<file path="config.mk">
export PLATFORM = sky130hd
export DESIGN_NAME = booth_pp_gen_18_flat
export DESIGN_NICKNAME = d
export VERILOG_FILES = /design/src/rtl/booth_pp_gen_18_if.sv /design/src/rtl/booth_pp_gen_18.sv /design/src/flat_wrapper.sv
export SDC_FILE = /design/constraint.sdc
export NUM_CORES = 2
export LEC_CHECK = 0
export CAP_MARGIN = 15
export CORE_AREA = 10 10 467 469
export DETAILED_ROUTE_END_ITERATION = 16
export DIE_AREA = 0 0 477 479
export GPL_ROUTABILITY_DRIVEN = 0
export PLACE_DENSITY = 0.48
export SLEW_MARGIN = 10
export SYNTH_ARGS = -nofsm -noshare
export SYNTH_HDL_FRONTEND = slang
export SYNTH_SLANG_ARGS = --single-unit
</file>
<file path="constraint.sdc">
create_clock -name clk -period 4.3 [get_ports clk]
set_clock_uncertainty 0.2 [all_clocks]
set_input_delay 0.86 -clock clk [delete_from_list [all_inputs] [get_ports clk]]
set_output_delay 0.86 -clock clk [all_outputs]
set_load 0.1 [all_outputs]
</file>
<file path="src/rtl/booth_pp_gen_18_if.sv">
// Operand/partial-product bus of the radix-4 Booth partial-product generator.
interface booth_pp_gen_18_if #(
  parameter int unsigned MCAND_W = 32,
  parameter int unsigned MPLR_W  = 32,
  parameter int unsigned WORDLEN = 64
);
  logic               in_valid;
  logic               in_ready;
  logic               signed_mode;
  logic [MCAND_W-1:0] mcand;
  logic [MPLR_W-1:0]  mplr;
  logic               out_valid;
  logic               out_ready;
  logic [WORDLEN-1:0] pp_1,  pp_2,  pp_3,  pp_4,  pp_5,  pp_6;
  logic [WORDLEN-1:0] pp_7,  pp_8,  pp_9,  pp_10, pp_11, pp_12;
  logic [WORDLEN-1:0] pp_13, pp_14, pp_15, pp_16, pp_17, pp_18;

  modport master (
    output in_valid, signed_mode, mcand, mplr, out_ready,
    input  in_ready, out_valid,
    input  pp_1,  pp_2,  pp_3,  pp_4,  pp_5,  pp_6,
    input  pp_7,  pp_8,  pp_9,  pp_10, pp_11, pp_12,
    input  pp_13, pp_14, pp_15, pp_16, pp_17, pp_18
  );

  modport slave (
    input  in_valid, signed_mode, mcand, mplr, out_ready,
    output in_ready, out_valid,
    output pp_1,  pp_2,  pp_3,  pp_4,  pp_5,  pp_6,
    output pp_7,  pp_8,  pp_9,  pp_10, pp_11, pp_12,
    output pp_13, pp_14, pp_15, pp_16, pp_17, pp_18
  );
endinterface

</file>
<file path="src/rtl/booth_pp_gen_18.sv">
// Two-stage radix-4 Booth partial-product generator: stage 1 recodes the
// multiplier into 18 digits, stage 2 forms the shifted partial products.
module booth_pp_gen_18 #(
  parameter int unsigned MCAND_W = 32,
  parameter int unsigned MPLR_W  = 32,
  parameter int unsigned WORDLEN = 64
) (
  input  logic                  clk,
  input  logic                  rst_n,
  input  logic                  flush,
  booth_pp_gen_18_if.slave      bus
);

  localparam int unsigned NDIG   = 18;
  localparam int unsigned YEXT_W = 36;

  logic [WORDLEN-1:0] x_ext_c;
  logic [YEXT_W-1:0]  y_ext_c;
  logic [NDIG-1:0]    neg_c, one_c, two_c;

  logic               s1_valid, s2_valid;
  logic [WORDLEN-1:0] s1_x;
  logic [NDIG-1:0]    s1_neg, s1_one, s1_two;

  logic [WORDLEN-1:0] pp_c [NDIG];
  logic [WORDLEN-1:0] pp_q [NDIG];

  logic s2_adv_c, s1_adv_c, in_fire_c;

  // Operand extension: sign bit only replicated in signed mode
  assign x_ext_c = {{(WORDLEN-MCAND_W){bus.signed_mode & bus.mcand[MCAND_W-1]}}, bus.mcand};
  assign y_ext_c = {{(YEXT_W-MPLR_W){bus.signed_mode & bus.mplr[MPLR_W-1]}}, bus.mplr};

  // Booth recoding of overlapping triples {Y[2i+1], Y[2i], Y[2i-1]}, Y[-1]=0
  always_comb begin
    logic [YEXT_W:0] y_pad;
    logic [2:0]      trip;
    neg_c = '0;
    one_c = '0;
    two_c = '0;
    trip  = '0;
    y_pad = {y_ext_c, 1'b0};
    for (int i = 0; i < NDIG; i++) begin
      trip     = y_pad[2*i +: 3];
      neg_c[i] = trip[2] & ~(trip[1] & trip[0]);
      one_c[i] = trip[1] ^ trip[0];
      two_c[i] = (trip == 3'b011) || (trip == 3'b100);
    end
  end

  // Partial products: select X / 2X / 0, negate at full width, align by 2i
  always_comb begin
    logic [WORDLEN-1:0] mag;
    mag = '0;
    for (int i = 0; i < NDIG; i++) begin
      pp_c[i] = '0;
    end
    for (int i = 0; i < NDIG; i++) begin
      if (s1_one[i]) begin
        mag = s1_x;
      end else if (s1_two[i]) begin
        mag = s1_x << 1;
      end else begin
        mag = '0;
      end
      if (s1_neg[i]) begin
        mag = -mag;
      end
      pp_c[i] = mag << (2*i);
    end
  end

  // Handshake: stage 2 frees when empty or consumed; in_ready follows out_ready
  assign s2_adv_c     = !s2_valid || bus.out_ready;
  assign s1_adv_c     = s1_valid && s2_adv_c;
  assign bus.in_ready = !s1_valid || s2_adv_c;
  assign in_fire_c    = bus.in_valid && bus.in_ready;

  // Pipeline valid bits; flush overrides any same-cycle movement
  always_ff @(posedge clk or negedge rst_n) begin
    if (!rst_n) begin
      s1_valid <= 1'b0;
      s2_valid <= 1'b0;
    end else if (flush) begin
      s1_valid <= 1'b0;
      s2_valid <= 1'b0;
    end else begin
      if (s2_adv_c) begin
        s2_valid <= s1_valid;
      end
      if (in_fire_c) begin
        s1_valid <= 1'b1;
      end else if (s1_adv_c) begin
        s1_valid <= 1'b0;
      end
    end
  end

  // Stage 1 data: extended multiplicand and digit encodings
  always_ff @(posedge clk or negedge rst_n) begin
    if (!rst_n) begin
      s1_x   <= '0;
      s1_neg <= '0;
      s1_one <= '0;
      s1_two <= '0;
    end else if (in_fire_c && !flush) begin
      s1_x   <= x_ext_c;
      s1_neg <= neg_c;
      s1_one <= one_c;
      s1_two <= two_c;
    end
  end

  // Stage 2 data: partial products held stable while stalled
  always_ff @(posedge clk or negedge rst_n) begin
    if (!rst_n) begin
      for (int i = 0; i < NDIG; i++) begin
        pp_q[i] <= '0;
      end
    end else if (s1_adv_c && !flush) begin
      for (int i = 0; i < NDIG; i++) begin
        pp_q[i] <= pp_c[i];
      end
    end
  end

  assign bus.out_valid = s2_valid;
  assign bus.pp_1  = pp_q[0];
  assign bus.pp_2  = pp_q[1];
  assign bus.pp_3  = pp_q[2];
  assign bus.pp_4  = pp_q[3];
  assign bus.pp_5  = pp_q[4];
  assign bus.pp_6  = pp_q[5];
  assign bus.pp_7  = pp_q[6];
  assign bus.pp_8  = pp_q[7];
  assign bus.pp_9  = pp_q[8];
  assign bus.pp_10 = pp_q[9];
  assign bus.pp_11 = pp_q[10];
  assign bus.pp_12 = pp_q[11];
  assign bus.pp_13 = pp_q[12];
  assign bus.pp_14 = pp_q[13];
  assign bus.pp_15 = pp_q[14];
  assign bus.pp_16 = pp_q[15];
  assign bus.pp_17 = pp_q[16];
  assign bus.pp_18 = pp_q[17];

endmodule

</file>
<file path="src/flat_wrapper.sv">
// flat-port wrapper written by rule: the top's interface ports become plain ports
module booth_pp_gen_18_flat 
#(
  parameter int unsigned MCAND_W = 32,
  parameter int unsigned MPLR_W  = 32,
  parameter int unsigned WORDLEN = 64
)
  (clk, rst_n, flush, bus_in_valid, bus_signed_mode, bus_mcand, bus_mplr, bus_out_ready, bus_in_ready, bus_out_valid, bus_pp_1, bus_pp_2, bus_pp_3, bus_pp_4, bus_pp_5, bus_pp_6, bus_pp_7, bus_pp_8, bus_pp_9, bus_pp_10, bus_pp_11, bus_pp_12, bus_pp_13, bus_pp_14, bus_pp_15, bus_pp_16, bus_pp_17, bus_pp_18);
  booth_pp_gen_18_if #(.MCAND_W(MCAND_W), .MPLR_W(MPLR_W), .WORDLEN(WORDLEN)) bus_i ();
  input  logic clk;
  input  logic rst_n;
  input  logic flush;
  input wire logic [$bits(bus_i.in_valid)-1:0] bus_in_valid;
  input wire logic [$bits(bus_i.signed_mode)-1:0] bus_signed_mode;
  input wire logic [$bits(bus_i.mcand)-1:0] bus_mcand;
  input wire logic [$bits(bus_i.mplr)-1:0] bus_mplr;
  input wire logic [$bits(bus_i.out_ready)-1:0] bus_out_ready;
  output wire logic [$bits(bus_i.in_ready)-1:0] bus_in_ready;
  output wire logic [$bits(bus_i.out_valid)-1:0] bus_out_valid;
  output wire logic [$bits(bus_i.pp_1)-1:0] bus_pp_1;
  output wire logic [$bits(bus_i.pp_2)-1:0] bus_pp_2;
  output wire logic [$bits(bus_i.pp_3)-1:0] bus_pp_3;
  output wire logic [$bits(bus_i.pp_4)-1:0] bus_pp_4;
  output wire logic [$bits(bus_i.pp_5)-1:0] bus_pp_5;
  output wire logic [$bits(bus_i.pp_6)-1:0] bus_pp_6;
  output wire logic [$bits(bus_i.pp_7)-1:0] bus_pp_7;
  output wire logic [$bits(bus_i.pp_8)-1:0] bus_pp_8;
  output wire logic [$bits(bus_i.pp_9)-1:0] bus_pp_9;
  output wire logic [$bits(bus_i.pp_10)-1:0] bus_pp_10;
  output wire logic [$bits(bus_i.pp_11)-1:0] bus_pp_11;
  output wire logic [$bits(bus_i.pp_12)-1:0] bus_pp_12;
  output wire logic [$bits(bus_i.pp_13)-1:0] bus_pp_13;
  output wire logic [$bits(bus_i.pp_14)-1:0] bus_pp_14;
  output wire logic [$bits(bus_i.pp_15)-1:0] bus_pp_15;
  output wire logic [$bits(bus_i.pp_16)-1:0] bus_pp_16;
  output wire logic [$bits(bus_i.pp_17)-1:0] bus_pp_17;
  output wire logic [$bits(bus_i.pp_18)-1:0] bus_pp_18;
  assign bus_i.in_valid = bus_in_valid;
  assign bus_i.signed_mode = bus_signed_mode;
  assign bus_i.mcand = bus_mcand;
  assign bus_i.mplr = bus_mplr;
  assign bus_i.out_ready = bus_out_ready;
  assign bus_in_ready = bus_i.in_ready;
  assign bus_out_valid = bus_i.out_valid;
  assign bus_pp_1 = bus_i.pp_1;
  assign bus_pp_2 = bus_i.pp_2;
  assign bus_pp_3 = bus_i.pp_3;
  assign bus_pp_4 = bus_i.pp_4;
  assign bus_pp_5 = bus_i.pp_5;
  assign bus_pp_6 = bus_i.pp_6;
  assign bus_pp_7 = bus_i.pp_7;
  assign bus_pp_8 = bus_i.pp_8;
  assign bus_pp_9 = bus_i.pp_9;
  assign bus_pp_10 = bus_i.pp_10;
  assign bus_pp_11 = bus_i.pp_11;
  assign bus_pp_12 = bus_i.pp_12;
  assign bus_pp_13 = bus_i.pp_13;
  assign bus_pp_14 = bus_i.pp_14;
  assign bus_pp_15 = bus_i.pp_15;
  assign bus_pp_16 = bus_i.pp_16;
  assign bus_pp_17 = bus_i.pp_17;
  assign bus_pp_18 = bus_i.pp_18;
  booth_pp_gen_18 #(.MCAND_W(MCAND_W), .MPLR_W(MPLR_W), .WORDLEN(WORDLEN)) u_core (.clk(clk), .rst_n(rst_n), .flush(flush), .bus(bus_i));
endmodule
</file>
After elaboration in Yosys (flattened, before gate mapping)
Cells that the tools add are included.
Operators by class
  muxes and demuxes: 57
  div/mod/pow operators: 0
  $lt $le $gt $ge: 0
  reduce and logical (&&, ||, !) cells: 28
  equality and inequality tests: 35
  $add $sub $neg: 17
  shift operators: 0
  bitwise operators: 66
  $mul: 0
Operators by type and width (count)
  $mux 64: 3
  $mux 62: 3
  $mux 60: 3
  $mux 58: 3
  $mux 56: 3
  $mux 54: 3
  $mux 52: 3
  $mux 50: 3
  $mux 48: 3
  $mux 46: 3
  $mux 44: 3
  $mux 42: 3
  $mux 40: 3
  $mux 38: 3
  $mux 36: 3
  $mux 34: 3
  $mux 32: 3
  $neg 64->64: 1
  $neg 62->62: 1
  $neg 60->60: 1
  $neg 58->58: 1
  $neg 56->56: 1
  $neg 54->54: 1
  $neg 52->52: 1
  23 further kinds: 145
Storage, ports and cells
  output and inout port bits: 1154
  input port bits: 70
  logic and storage cells: 227
  bits in latches: 0
  memories: 0
  memory bits (writable): 0
  register bits: 933
  ROM bits: 0

Longest topological paths before layout
  depth after elaboration: 6
  gate-level depth with buffers: 16

Worst setup path after synthesis
Ideal clock, no wire load.
  kind: register to register
  start: register u_core.s1_one[12]
  end: register u_core.pp_q, in the netlist u_core.bus.pp_13[46]
  buffers on the path: 6
  slack: 0.041 ns
  setup time: 0.126 ns
  cell stages (with the launch flop): 17
  required time: 3.974 ns
  arrival time: 3.933 ns
  cell sequence: dfrtp_1 clkbuf_1 buf_1 clkbuf_1 buf_1 clkbuf_1 nor2_1 a21oi_1 ha_1 nor2b_1 a32oi_1 nand4b_1 or3_1 clkbuf_1 nor4_1 mux2i_1 a221o_1
Between the ends
  word-level cells in the longest chain between the ends: 3
Ends and longest elaborated chain
  start, declared: RTL line booth_pp_gen_18.sv:23  | logic [NDIG-1:0] s1_neg, s1_one, s1_two;
  start signal, assigned: RTL line booth_pp_gen_18.sv:109  | s1_one <= one_c;
  $mux 40 *: RTL line booth_pp_gen_18.sv:59  | if (s1_one[i]) begin
  $neg 40->40: RTL line booth_pp_gen_18.sv:67  | mag = -mag;
  $mux 40 *: RTL line booth_pp_gen_18.sv:66  | if (s1_neg[i]) begin
  end signal, assigned by index: RTL line booth_pp_gen_18.sv:122  | pp_q[i] <= pp_c[i];
  end, declared: RTL line booth_pp_gen_18.sv:26  | logic [WORDLEN-1:0] pp_q [NDIG];
Mark *: on every way between the ends. The rest lies on a longest branch, timed or not.
A chain may end at the register's enable or synchronous reset.

Final worst setup path
  start: register u_core.s1_x[16]
  end: register u_core.pp_q, in the netlist u_core.bus.pp_3[62]
Between the ends
  word-level cells in the longest chain between the ends: 4
Ends and longest elaborated chain
  start, declared: RTL line booth_pp_gen_18.sv:22  | logic [WORDLEN-1:0] s1_x;
  start signal, assigned: RTL line booth_pp_gen_18.sv:107  | s1_x <= x_ext_c;
  $mux 60: RTL line booth_pp_gen_18.sv:61  | end else if (s1_two[i]) begin
  $mux 60 *: RTL line booth_pp_gen_18.sv:59
  $neg 60->60 *: RTL line booth_pp_gen_18.sv:67
  $mux 60 *: RTL line booth_pp_gen_18.sv:66
Marked as above.

==> out/results.tsv <==
stage	metric	value	unit
yosys	synth_area_per_cell	8.06	um2
sta	worstMarginPinSlew	1.18	ns
clocking	cts_resized	0	
critical_path	criticalPathCategory	flip-flop to flip-flop	
layout	finish.utilization	0.356	
yosys	synth_edf_count	0	
yosys	synth_top_area_frac	0.385	
critical_path	r2r_slack	0.15	ns
floorplan	initial_core_util	0.280	
global_routing	grt_pass1_wl	467000	um
yosys	ys.flop_type	dfrtp_1	
sta	hold_viol_final	0	
critical_path	worstPathArrival	4.61	ns
power	power_frac_comb	0.621	
layout	final_cell_mix	nand2_1 (1,347), o21ai_0 (986), dfrtp_1 (853)	
yosys	synth_cells	7264	
run	max-cap-violations	0	
layout	synthToLayoutAreaGrowth	27.0	%
critical_path	endpoint_kind	flip-flop	
floorplan	rows	168	
sta	min_period_over_period	0.966	
yosys	yosys_register_bits	901	
yosys	netlist_area	0.0585	mm2
detailed_routing	drc	0	
sta	slew_headroom	0.210	
critical_path	cp_slowest_stage_delay	0.82	ns
placed_design	io_buffers	887	
run_status	outcome	finished clean	
yosys	synthArstFlopShare	1.00	
power	peakVddDrop	0.000538	V
power	p_per_area	816	mW/mm2
layout	layout_commonest_cell	nand2_1	
sta	setup_tns	0	ns
layout	nets	8093	
critical_path	cpMostUsedCell	buf_4	
power	internal_power	24.6	mW
critical_path	cp_slowest_cell	or4_1	
power	seq_power_share	0.216	
detailed_routing	post_drt_wl_per_cell	31.5	um
detailed_routing	ant_nets	0	
critical_path	startpoint_type	flip-flop	
sta	rsz0062_at_grt	no	
yosys	yosys_warnings	0	
critical_path	crit_fanout	17	
yosys	seq_area_frac_synth	0.385	
power	p_leak	31.3	nW
clocking	cts_buffers	112	
clocking	cts_tree	built	
detailed_routing	finalWirelength	343000	um
floorplan	ios	1224	
clocking	clk_pin_slew	0.06	ns
critical_path	critPathTopFamily	simple AND/OR/NAND/NOR gates	
yosys	synth_area_leaders	dfrtp_1 (39%), nand2_1 (8.6%), o21ai_0 (8.4%), xnor2_1 (5.5%), buf_4 (4.3%)	
clocking	clk_path_buf_depth	3	
clocking	holdBufCountCts	1	
placed_design	detailed_place_hpwl	262000	um
detailed_routing	via_per_inst	5.46	
critical_path	crit_buf_inv	2	
global_routing	grt-ovfl-total	0	
floorplan	die-area	0.228	mm2
critical_path	cp.required	4.76	ns
detailed_routing	drt-initial-drc-count	7842	
global_routing	grt_max_degree	149	
sta	period_needed	4.15	ns
power	switching_share	0.594	
clocking	cts-htree-levels	3	
yosys	synth_cell_types	91	
detailed_routing	dr_total_vias	59400	
global_routing	grt_pass1_vias	56700	
global_routing	grt_usage	0.284	
sta	setup_viol	0	
floorplan	die_h	479	um
power	p_clk_frac	0.163	
global_routing	antenna_found_initial	39	
clocking	clk_latency	0.82	ns
layout	drive_above_1_share	0.112	
hold_path	hp-class	flip-flop to flip-flop	
sta	drv_slew	0	
critical_path	path_cells	or4_1 > a22o_1 > a2111oi_0 > nand3_1 > nor4_1 > buf_4 > nor3_2 > buf_4 > a21o_1	
clocking	postCtsSetupBuffers	0	
yosys	yosysTopAreaCell	dfrtp_1	
floorplan	core	0.209	mm2
detailed_routing	first_pass_iters	8	
clocking	cts.sinks	901	
clocking	root_buffer	clkbuf_16	
floorplan	die_w	477	um
sta	clock.fmax	0.241	GHz
power	p_sw	36.0	mW
==> path summary, 6_finish.rpt <==
check / to / cells past startpoint / from
max: u_core.bus.pp_3[62] / 9 / u_core.s1_x[16]
min: u_core.bus.pp_8[61] / 1 / u_core.bus.pp_8[61]
max reg2reg: u_core.bus.pp_3[62] / 9 / u_core.s1_x[16]
min reg2reg: u_core.bus.pp_8[61] / 1 / u_core.bus.pp_8[61]
max in group asynchronous: u_core.bus.pp_12[53] / 3 / rst_n
min in group asynchronous: u_core.bus.pp_16[41] / 2 / rst_n
==> per-layer routing <==
metal  vias up  wire length (um)  GRT usage
li1      25900                 -          -
met5         -               199          0
met4        28             26100      0.181
met3       961             37800     0.0986
met2      3932            151000      0.439
met1     28700            128000      0.336
==> through the flow <==
stage / instances / worst slack (ns) / power [mW] / hold WS, ns / instance area, um2
6_report: 10900 / 0.146 / 60.6 / 0.273 / 74300
5_1_grt: 10900 / 0.0962 / 62.6 / 0.290 / 74300
4_1_cts: 10900 / 0.382 / 60.7 / 0.277 / 74300
3_5_place_dp: 10700 / 0.408 / 50.6 / 0.262 / 70500
3_3_place_gp: 10700 / 0.442 / 50.5 / 0.256 / 70500
2_1_floorplan: 7599 / 0.0408 / 38.6 / 0.317 / 59800
==> synth_stat cells, drive strengths merged, types with 84 or more instances <==
cell / instances
nand3: 97
dfrtp: 901
clkbuf: 568
o21a: 131
a22oi: 147
xor2: 140
o31ai: 124
nand2: 1347
o21ai: 996
mux2: 84
nor2: 372
a21oi: 321
buf: 468
xnor2: 367
==> logic make-up (layout without fill, tap and decap cells) <==
group / count (synthesis) / count (layout) / synth area share
muxes: 132 / 132 / 0.0244
AOI/OAI and AO/OA: 2238 / 2238 / 0.236
adders and majority gates: 47 / 47 / 0.0100
buffers and inverters: 1120 / 1592 / 0.0939
other: 1 / 350 / 0.0000641
and+or+nand+nor: 2318 / 2318 / 0.174
xor gates and xnor gates: 507 / 507 / 0.0759
DFF: 901 / 901 / 0.385
==> power by group through the flow <==
| stage | sequential, mW | combinational [mW] | clock [mW] |
|---|---|---|---|
| after CTS | 13.1 | 37.5 | 10.1 |
| final | 13.1 | 37.7 | 9.90 |
| after global placement | 13.1 | 37.4 | 0 |
| after detailed placement | 13.2 | 37.4 | 0 |
| after global routing | 13.4 | 38.8 | 10.5 |
| after floorplan | 28.9 | 9.72 | 0 |
==> state kept, by name (all words and copies together) (netlist names) <==
| name | count |
|---|---|
| u_core.bus.pp_14 | 38 |
| u_core.s1_neg | 17 |
| u_core.bus.pp_6 | 54 |
| u_core.bus.pp_4 | 58 |
| u_core.bus.pp_5 | 56 |
| u_core.bus.pp_12 | 42 |
| u_core.bus.out_valid | 1 |
| u_core.bus.pp_9 | 48 |
| u_core.s1_one | 17 |
| u_core.bus.pp_11 | 44 |
| u_core.s1_valid | 1 |
| u_core.s1_x | 33 |
| u_core.bus.pp_10 | 46 |
| u_core.bus.pp_3 | 60 |
| u_core.bus.pp_8 | 50 |
| u_core.bus.pp_13 | 40 |
| u_core.bus.pp_16 | 34 |
| u_core.s1_two | 16 |
| u_core.bus.pp_17 | 32 |
| u_core.bus.pp_2 | 62 |
| u_core.bus.pp_1 | 64 |
| u_core.bus.pp_7 | 52 |
| u_core.bus.pp_15 | 36 |
==> layout make-up <==
cell class / instances / area [um2]
diodes: 14 / 35.0
clock buffers: 158 / 3270
clock inverters: 51 / 556
repair buffers: 1299 / 12200
flip-flops and latches: 901 / 22600
multi-input cells: 5578 / 31800
inverters: 84 / 315
fillers: 21800 / 134000
well taps: 2805 / 3510
Power figures use the tool's default switching activity.
